`config.mk`:
```
export PLATFORM = sky130hd
export DESIGN_NAME = locked_result_scoreboard_flat
export DESIGN_NICKNAME = d
export VERILOG_FILES = /design/src/rtl/locked_result_scoreboard_if.sv /design/src/rtl/locked_result_scoreboard.sv /design/src/flat_wrapper.sv
export SDC_FILE = /design/constraint.sdc
export NUM_CORES = 1
export LEC_CHECK = 0
export CAP_MARGIN = 10
export CORE_UTILIZATION = 40
export DETAILED_ROUTE_END_ITERATION = 7
export GPL_ROUTABILITY_DRIVEN = 0
export PLACE_DENSITY = 0.78
export SLEW_MARGIN = 20
export SYNTH_ARGS = -nofsm -noshare
export SYNTH_HDL_FRONTEND = slang
export SYNTH_SLANG_ARGS = --single-unit
```
`constraint.sdc`:
```
create_clock -name clk -period 6.3 [get_ports clk]
set_input_delay 0.945 -clock clk [delete_from_list [all_inputs] [get_ports clk]]
set_output_delay 0.945 -clock clk [all_outputs]
set_load 0.01 [all_outputs]
```
`src/rtl/locked_result_scoreboard_if.sv`:
```
// Result-pair stream into the locked-adder scoreboard: one pair of adder
// results per valid/ready handshake, with vec_last marking the final pair.
interface locked_result_scoreboard_if #(
    parameter int WIDTH = 33
);
    logic             vec_valid;
    logic             vec_ready;
    logic             vec_last;
    logic [WIDTH-1:0] result_locked;
    logic [WIDTH-1:0] result_golden;

    modport master (
        output vec_valid, vec_last, result_locked, result_golden,
        input  vec_ready
    );

    modport slave (
        input  vec_valid, vec_last, result_locked, result_golden,
        output vec_ready
    );
endinterface

```
`src/rtl/locked_result_scoreboard.sv`:
```
// Scores a logic-locking key trial: counts result pairs, mismatching pairs and total Hamming distance.
// Optional max_hd output (largest per-pair Hamming distance) enabled by defining LOCKED_SCORE_MAX_HD_EN.
module locked_result_scoreboard #(
    parameter int WIDTH = 33,
    parameter int CNT_W = 16,
    parameter int ACC_W = 24
) (
    input  logic                           clk,
    input  logic                           rst,
    input  logic                           trial_start,
    locked_result_scoreboard_if.slave      vec,
    output logic                           busy,
    output logic                           done,
    output logic [CNT_W-1:0]               vec_count,
    output logic [CNT_W-1:0]               mismatch_count,
    output logic [ACC_W-1:0]               hd_sum
`ifdef LOCKED_SCORE_MAX_HD_EN
    ,
    output logic [$clog2(WIDTH+1)-1:0]     max_hd
`endif
);

    localparam int PC_W = $clog2(WIDTH + 1);

    typedef enum logic [1:0] {IDLE, RUN, DRAIN, DONE} state_t;

    state_t           state;
    logic             ready;
    logic             handshake;
    logic             s1_valid;
    logic [WIDTH-1:0] s1_diff;
    logic [PC_W-1:0]  s1_pop;
    logic [ACC_W:0]   hd_sum_ext;

    assign vec.vec_ready = ready;
    assign handshake     = vec.vec_valid & ready;
    assign hd_sum_ext    = {1'b0, hd_sum} + (ACC_W+1)'(s1_pop);

    always_comb begin
        // NOTE: default assignment before the loop keeps this purely combinational (no latch).
        s1_pop = '0;
        for (int i = 0; i < WIDTH; i++) begin
            s1_pop = s1_pop + PC_W'(s1_diff[i]);
        end
    end

    // NOTE: pure datapath register qualified by s1_valid, so it needs no reset.
    always_ff @(posedge clk) begin
        if (handshake) begin
            s1_diff <= vec.result_locked ^ vec.result_golden;
        end
    end

    always_ff @(posedge clk) begin
        if (rst) begin
            state          <= IDLE;
            ready          <= 1'b0;
            busy           <= 1'b0;
            done           <= 1'b0;
            s1_valid       <= 1'b0;
            vec_count      <= '0;
            mismatch_count <= '0;
            hd_sum         <= '0;
`ifdef LOCKED_SCORE_MAX_HD_EN
            max_hd         <= '0;
`endif
        end else begin
            s1_valid <= handshake;

            // Stage 2: fold the registered difference into the saturating totals.
            if (s1_valid) begin
                if (vec_count != '1) begin
                    vec_count <= vec_count + CNT_W'(1);
                end
                if (s1_diff != '0 && mismatch_count != '1) begin
                    mismatch_count <= mismatch_count + CNT_W'(1);
                end
                hd_sum <= hd_sum_ext[ACC_W] ? '1 : hd_sum_ext[ACC_W-1:0];
`ifdef LOCKED_SCORE_MAX_HD_EN
                if (s1_pop > max_hd) begin
                    max_hd <= s1_pop;
                end
`endif
            end

            case (state)
                IDLE, DONE: begin
                    if (trial_start) begin
                        state          <= RUN;
                        ready          <= 1'b1;
                        busy           <= 1'b1;
                        done           <= 1'b0;
                        s1_valid       <= 1'b0;
                        vec_count      <= '0;
                        mismatch_count <= '0;
                        hd_sum         <= '0;
`ifdef LOCKED_SCORE_MAX_HD_EN
                        max_hd         <= '0;
`endif
                    end
                end
                RUN: begin
                    if (handshake && vec.vec_last) begin
                        state <= DRAIN;
                        ready <= 1'b0;
                    end
                end
                DRAIN: begin
                    // Only the final pair can be in stage 1 here; it is absorbed at this edge.
                    if (s1_valid) begin
                        state <= DONE;
                        busy  <= 1'b0;
                        done  <= 1'b1;
                    end
                end
                default: begin
                    state <= IDLE;
                    ready <= 1'b0;
                    busy  <= 1'b0;
                    done  <= 1'b0;
                end
            endcase
        end
    end

endmodule

```
`src/flat_wrapper.sv`:
```
// flat-port wrapper written by rule: the top's interface ports become plain ports
module locked_result_scoreboard_flat 
#(
    parameter int WIDTH = 33,
    parameter int CNT_W = 16,
    parameter int ACC_W = 24
)
  (clk, rst, trial_start, busy, done, vec_count, mismatch_count, hd_sum, vec_vec_valid, vec_vec_last, vec_result_locked, vec_result_golden, vec_vec_ready);
  locked_result_scoreboard_if #(.WIDTH(WIDTH)) vec_i ();
  input  logic clk;
  input  logic rst;
  input  logic trial_start;
  output logic busy;
  output logic done;
  output logic [CNT_W-1:0] vec_count;
  output logic [CNT_W-1:0] mismatch_count;
  output logic [ACC_W-1:0] hd_sum;
  input wire logic [$bits(vec_i.vec_valid)-1:0] vec_vec_valid;
  input wire logic [$bits(vec_i.vec_last)-1:0] vec_vec_last;
  input wire logic [$bits(vec_i.result_locked)-1:0] vec_result_locked;
  input wire logic [$bits(vec_i.result_golden)-1:0] vec_result_golden;
  output wire logic [$bits(vec_i.vec_ready)-1:0] vec_vec_ready;
  assign vec_i.vec_valid = vec_vec_valid;
  assign vec_i.vec_last = vec_vec_last;
  assign vec_i.result_locked = vec_result_locked;
  assign vec_i.result_golden = vec_result_golden;
  assign vec_vec_ready = vec_i.vec_ready;
  locked_result_scoreboard #(.WIDTH(WIDTH), .CNT_W(CNT_W), .ACC_W(ACC_W)) u_core (.clk(clk), .rst(rst), .trial_start(trial_start), .vec(vec_i), .busy(busy), .done(done), .vec_count(vec_count), .mismatch_count(mismatch_count), .hd_sum(hd_sum));
endmodule
```
==> key figures, run 1 <==
Timing
  • Pins over their slew limit: 0
  • Fin Hold WS: 0.516 ns
  • Fin crit period: 6.31 ns
  • Slew Limit Headroom: ~30%
  • Period utilization: 100%
  • Final setup viols: 1
  • Final worst slack: -0.00840 ns
  • RSZ-0062 raised after global routing: true
  • Max Fclk: between 150 and 200 MHz
  • Clock skew: 0.0119 ns
  • Hold Violations, Final: 0
  • Worst-margin pin slew: 1.04 ns

Setup path
  • Worst EP required: roughly 6.6 ns
  • Worst Path Arrival: 6.58 ns
  • Critical Path Fanout Max: 4
  • Worst setup EP type: flop
  • CP Class: reg -> reg
  • Crit path launch type: flop

GRT
  • GRT Overall Usage: 18.2%
  • Total grt overflow: 0
  • First-pass GRT wire length: 20600 um
  • Largest net degree at the start of global routing: 48
  • Vias in the first global route: about 4500
  • Initial antenna violation count: 0

CTS
  • CTS root buf: clkbuf_16
  • TritonCTS clock tree: done
  • Reg clk slew, reported paths: 0.06 ns
  • Clock latency on the worst-skew pair: 0.35 ns
  • Clock buffer depth: 2
  • Post-CTS Hold Buffers: 0
  • H-tree depth reported by CTS: 3
  • TritonCTS Buffers: 9
  • CTS Sinks: between 90 and 100

Logic synthesis
  • Sequential area share after synthesis: 40.8%
  • Top-area cell type share of the netlist area: 22.7%
  • Syn nets: 665
  • Most instantiated cells after synthesis: 62 x dfxtp_1, 58 x inv_1, 51 x xor2_1
  • Simple-gate share of the synthesized area: about 17%
  • Post-Syn Instances: 549
  • Synthesized area: 0.00547 sq mm
  • Post-Synthesis Mean Instance Area: 9.96 sq um
  • Dominant cell type by area after synthesis: dfxtp_1
  • Synth Area in Compound Gates: 12.8%
  • Ys async rst share: 0%
  • Main area contributors after synthesis: dfxtp_1 23%, edfxtp_1 18%, fa_1 9.5%, xor2_1 8.2%, ha_1 4.3%
  • Most common cell in the netlist: dfxtp_1
  • Combinational family with the most area after synthesis: simple AND/OR/NAND/NOR gates
  • Fraction of synthesized cell area in xor and xnor cells: under 10%
  • Proportion of synthesized area in mux cells: less than 1%
  • Netlist cell types: 54
  • Synth Warn #: 0
  • Post-synth top flop: dfxtp_1
  • FF+latch count, synth: 95
  • Number of synthesized flops with an enable pin: 33
  • Synth Area in Adders: between 10 and 15%

Floorplanning
  • DIE AREA: approximately 0.014 sq mm
  • Site Rows: 42
  • Core area: approximately 0.013 sq mm
  • Ports: 130
  • Chip Height: 119 um
  • Die Wd: ~120 um
  • Initial cell density of the core: 41.1%

Drt
  • DR DRC count: 0
  • WL/cell: 14.6 um
  • ANT nets after route: 0
  • Vias post-DR: 4681
  • Final wirelength: 12700 um
  • Vias/cell: approximately 5.4
  • Initial DRC count: 258
  • First-pass iteration count of the detailed router: 6

Cells and area
  • Final Cell Area: between 0.007 and 0.008 sq mm
  • Antenna Diode Count: 0
  • Area Growth Syn to Fin: 36.8%
  • Share of layout cells above drive strength 1: just over 10%
  • Post-layout nets: ~810

Place
  • DP Wirelength: about 9500 um
  • Placed Area: 0.00697 sq mm
  • Port bufs: 129

Run
  • Maxcap violations: 0

Run status
  • Violated checks: setup timing
  • Run status: finished with violations

Hold path
  • Type of the worst min-delay path: reg -> reg
==> flip-flops by register name, summed over array words and instances, names as in the netlist <==
register               count
u_core.s1_diff            33
u_core.hd_sum             24
u_core.mismatch_count     16
u_core.vec_count          16
u_core.state               2
u_core.busy                1
u_core.done                1
u_core.s1_valid            1
u_core.vec.vec_ready       1
==> routing by layer <==
layer	track usage (%)	vias to the layer above	wire (um)
met5	0	-	0
met4	9.49	0	308
met3	3.35	20	545
met2	30.3	160	6530
met1	22.5	2271	5360
li1	-	2230	-
==> critical path, cell delays in order (launching register included) <==
cell and delay, ns:
edfxtp_1 0.38, inv_2 0.06, ha_4 0.26, inv_2 0.03, fa_1 0.49, fa_2 0.59, fa_1 0.42, fa_1 0.46
fa_1 0.51, fa_1 0.41, inv_1 0.07, ha_2 0.17, inv_1 0.06, fa_2 0.36, buf_4 0.15, xnor2_1 0.20
ha_1 0.36, a211oi_1 0.14, o21ai_2 0.16, or4b_4 0.50, or3_1 0.32, a31oi_1 0.16
==> final cells by class <==
| class | instances | area [sq um] |
|---|---|---|
| multi-input cells | 381 | 3100 |
| repair buffers | 145 | 1420 |
| fillers | 1102 | 5810 |
| inverters | 58 | 218 |
| well taps | 176 | 220 |
| clock buffers | 13 | 272 |
| clock inverters | 3 | 22.5 |
| flip-flops and latches | 95 | 2230 |
==> final timing paths <==
path / start / end / slack, ns / cells past startpoint
setup / recovery: u_core.s1_diff[1] / u_core.hd_sum[23] / -0.008 / 21
hold / removal: u_core.mismatch_count[14] / u_core.mismatch_count[14] / 0.52 / 2
setup reg to reg: u_core.s1_diff[1] / u_core.hd_sum[23] / -0.008 / 21
hold reg to reg: u_core.mismatch_count[14] / u_core.mismatch_count[14] / 0.52 / 2
==> what timing repair did <==
item                                    4_1_cts  5_1_grt
buffers inserted                              0        8
endpoints found under the setup margin       19       24
pin swaps                                     3       23
resized for setup                             7       25
cloned                                        0        0
==> cells in the final DEF (no fill, tap or decap), types with 4 or more instances in the layout <==
cell / n
o221a_2: 6
nand2_1: 22
nor2_1: 30
dfxtp_1: 62
a31oi_1: 5
a211oi_1: 5
a21oi_1: 40
clkbuf_16: 9
ha_1: 16
a21o_1: 4
o211ai_1: 6
edfxtp_1: 33
clkdlybuf4s50_1: 129
and3_1: 13
fa_1: 24
or3_1: 4
o21ai_0: 18
and2_1: 4
mux2i_1: 5
nor4_1: 11
and4_1: 6
buf_4: 14
nand4_1: 13
xor2_1: 50
xnor2_1: 8
o31ai_1: 8
inv_1: 56
nor3_1: 8
nand3_1: 17
or4_1: 6
==> logic make-up after synthesis <==
group	Yosys count
xor+xnor	60
buf+inv	73
compound gates	110
mux	5
fa+ha+maj	45
flops	95
simple gates	161
==> through the flow <==
stage,setup TNS [ns],worst slack (ns),utilization (%),std cells
floorplan,0,0.0650,-,549
global placement,0,0.0575,52.4,847
detailed placement,-1.58,-0.111,52.4,847
CTS,-0.0395,-0.0395,54.8,863
global route,-1.42,-0.198,56.3,871
finish,-0.00840,-0.00840,56.3,871
Power of run 1 is not shown: default switching activity piles up to over one toggle a cycle in this logic, so the estimate is an artifact.
==> run 2: changes to the inputs <==
--- a/config.mk
+++ b/config.mk
@@ -6,10 +6,11 @@
 export NUM_CORES = 1
 export LEC_CHECK = 0
 export CAP_MARGIN = 10
-export CORE_UTILIZATION = 40
+export CORE_UTILIZATION = 47
+export CTS_BUF_LIST = sky130_fd_sc_hd__clkbuf_2
 export DETAILED_ROUTE_END_ITERATION = 7
 export GPL_ROUTABILITY_DRIVEN = 0
-export PLACE_DENSITY = 0.78
+export PLACE_DENSITY = 0.88
 export SLEW_MARGIN = 20
 export SYNTH_ARGS = -nofsm -noshare
 export SYNTH_HDL_FRONTEND = slang
==> run 2 against run 1 <==
The run still ends with setup timing left. Clock skew up 0.025 ns. Sequential cell count unchanged. Global-route usage rose by 3.9 points. Die area fell by 15%. Largest cell class unchanged.
==> key figures, run 2 (synthesis results as in run 1) <==
Run status
  • Run status: finished with violations (unchanged)
  • Violated checks: setup timing (unchanged)

Power
  • Pleak: 2.77 nW
  • Total chip power: 4.70 mW
  • PwrDens: 654 mW/mm^2
  • Maximum vdd drop: 0.906 mV

Floorplanning
  • Ports: 130 (unchanged)
  • Chip Height: 110 um (was 119 um)
  • Die Wd: 110 um (was 119 um)
  • DIE AREA: 0.0121 sq mm (was 0.0141 sq mm)
  • Site Rows: 39 (was 42)
  • Initial cell density of the core: 48.1% (was 41.1%)
  • Core area: 0.0114 sq mm (was 0.0133 sq mm)

Cells and area
  • Final Non-Filler Cells: 835 (was 871)
  • Largest regs: u_core.s1_diff (33), u_core.hd_sum (24) (unchanged)
  • Post-layout nets: 803 (was 806)
  • Area Growth Syn to Fin: 31.4% (was 36.8%)
  • Share of layout cells above drive strength 1: 9.39% (was 10.1%)
  • Final Cell Area: 0.00719 sq mm (was 0.00749 sq mm)
  • Most common cell after layout, fill and taps aside: clkdlybuf4s50_1 (unchanged)
  • Most frequent cells in the layout: 129 x clkdlybuf4s50_1, 62 x dfxtp_1, 55 x inv_1 (was 129 x clkdlybuf4s50_1, 62 x dfxtp_1, 56 x inv_1)
  • Max reg flops: 33 (unchanged)
  • Antenna Diode Count: 0 (unchanged)
  • Biggest register: u_core.s1_diff (unchanged)
  • Fin util: 63.2% (was 56.3%)

Drt
  • First-pass iteration count of the detailed router: 5 (was 6)
  • DR DRC count: 0 (unchanged)
  • WL/cell: 15.8 um (was 14.6 um)
  • Vias/cell: 5.61 (was 5.37)
  • ANT nets after route: 0 (unchanged)
  • Vias post-DR: 4683 (was 4681)
  • Final wirelength: 13200 um (was 12700 um)
  • Initial DRC count: 386 (was 258)

Setup path
  • Critical Path Fanout Max: 2 (was 4)
  • Worst reg-to-reg setup slack: -0.03 ns (was -0.008 ns)
  • R2R cell count: 22 (was 21)
  • Worst setup EP type: flop (unchanged)
  • Worst r2r dst: u_core.hd_sum[23] (unchanged)
  • Reg2Reg Launch Point: u_core.s1_diff[0] (was u_core.s1_diff[1])
  • Worst Setup SP: u_core.s1_diff[0] (was u_core.s1_diff[1])
  • CP Class: reg -> reg (unchanged)
  • Crit path launch type: flop (unchanged)
  • Crit path to: u_core.hd_sum[23] (unchanged)
  • Worst EP required: 6.79 ns (was 6.58 ns)
  • Worst Path Arrival: 6.82 ns (was 6.58 ns)

Timing
  • Period utilization: 101% (was 100%)
  • Max Fclk: 158 MHz (was 159 MHz)
  • Final worst slack: -0.0316 ns (was -0.00840 ns)
  • Pins over their slew limit: 0 (unchanged)
  • Worst-margin pin slew: 1.04 ns (about the same)
  • Clock skew: 0.0365 ns (was 0.0119 ns)
  • Fin Setup TNS: -0.0316 ns (was -0.00840 ns)
  • Fin crit period: 6.33 ns (was 6.31 ns)
  • RSZ-0062 raised after global routing: true (unchanged)
  • Hold Violations, Final: 0 (unchanged)
  • Slew Limit Headroom: 30.8% (was 30.4%)
  • Final setup viols: 1 (unchanged)

GRT
  • Largest net degree at the start of global routing: 48 (unchanged)
  • First-pass GRT wire length: 20600 um (about the same)
  • GRT Overall Usage: 22.1% (was 18.2%)
  • Vias in the first global route: 4488 (was 4463)
  • Initial antenna violation count: 0 (unchanged)
  • Total grt overflow: 0 (unchanged)

Hold path
  • Type of the worst min-delay path: reg -> reg (unchanged)

CTS
  • CTS root buf: clkbuf_2 (was clkbuf_16)
  • Clock latency on the worst-skew pair: 0.57 ns (was 0.35 ns)
  • Clock buffer depth: 2 (unchanged)
  • TritonCTS Buffers: 9 (unchanged)
  • Reg clk slew, reported paths: 0.24 ns (was 0.06 ns)
  • TritonCTS clock tree: done (unchanged)
  • Post-CTS Hold Buffers: 0 (unchanged)
  • H-tree depth reported by CTS: 3 (unchanged)
  • CTS Sinks: 95 (unchanged)

Place
  • Port bufs: 129 (unchanged)
  • Placed Area: 0.00691 sq mm (was 0.00697 sq mm)
  • DP Wirelength: 9850 um (was 9470 um)
  • Cell total after placement: 812 (was 847)

Run
  • Maxcap violations: 0 (unchanged)
[run 2: changes by cell type in the layout (fill, tap and decap cells not counted), moves of 2 or more]
cell	delta
buf_4	-2
clkbuf_16	-9
clkbuf_2	+9
clkbuf_8	-3
clkinv_1	+2
clkinv_2	+2
inv_6	-2
nor4_2	+2
nor4_4	-2
o21ai_0	-2
o21ai_1	+2
[run 2: routing by layer]
metal	vias up	wire length, um	part of all wire, %	global-route usage (%)
li1	2227	-	-	-
met1	2217	5110	39	25.5
met2	206	6980	53	38.9
met3	33	827	6.3	6.52
met4	0	276	2.1	7.90
met5	-	0	0	0
[run 2: worst min path at each step]
stage	startpoint	slack, ns	cells after the start	end
floorplan	u_core.state[0]	0.48	2	u_core.state[0]
finish	u_core.mismatch_count[14]	0.52	2	u_core.mismatch_count[14]
CTS	u_core.mismatch_count[13]	0.52	2	u_core.mismatch_count[13]
global route	u_core.mismatch_count[11]	0.54	2	u_core.mismatch_count[11]
global placement	u_core.mismatch_count[14]	0.48	2	u_core.mismatch_count[14]
detailed placement	u_core.mismatch_count[13]	0.50	2	u_core.mismatch_count[13]
[run 2: timing repair]
item,CTS,global route
gates resized for setup,5,27
setup buffers,4,3
endpoints found under the setup margin,22,24
pin swaps,10,11
gates cloned,0,0
[run 2: layout make-up]
type	instances	area [sq um]
tap	143	179
clock inverter	6	52.6
multi-input combinational	381	3060
sequential	95	2230
inverter	58	218
timing repair buffer	142	1390
clock buffer	10	50.0
fill	888	4180
[run 2: where the power goes]
part	internal (mW)	switching [mW]
sequential	0.698	0.0410
clock	0.0889	0.194
combinational	1.64	2.03
total	2.43	2.27
[run 2: worst max-delay path, cell delays in order (launching register included)]
cell and delay, ns:
edfxtp_1 0.45, inv_1 0.08, ha_1 0.22, inv_1 0.07
fa_1 0.42, fa_1 0.41, inv_2 0.08, fa_1 0.42
fa_1 0.47, fa_1 0.56, inv_1 0.06, fa_2 0.55
inv_1 0.05, ha_1 0.27, a21o_1 0.20, a21oi_2 0.20
nor2b_1 0.07, o21a_1 0.18, ha_2 0.33, o211ai_1 0.11
or4b_4 0.57, or3_1 0.31, a31oi_1 0.18
[run 2: stage by stage]
stage / hold WS [ns] / worst slack, ns
floorplan: 0.483 / 0.0650
global placement: 0.478 / 0.0735
detailed placement: 0.496 / -0.203
CTS: 0.523 / -0.00232
global route: 0.545 / -0.280
finish: 0.523 / -0.0316
No activity file was read; power rests on OpenSTA's default activity.
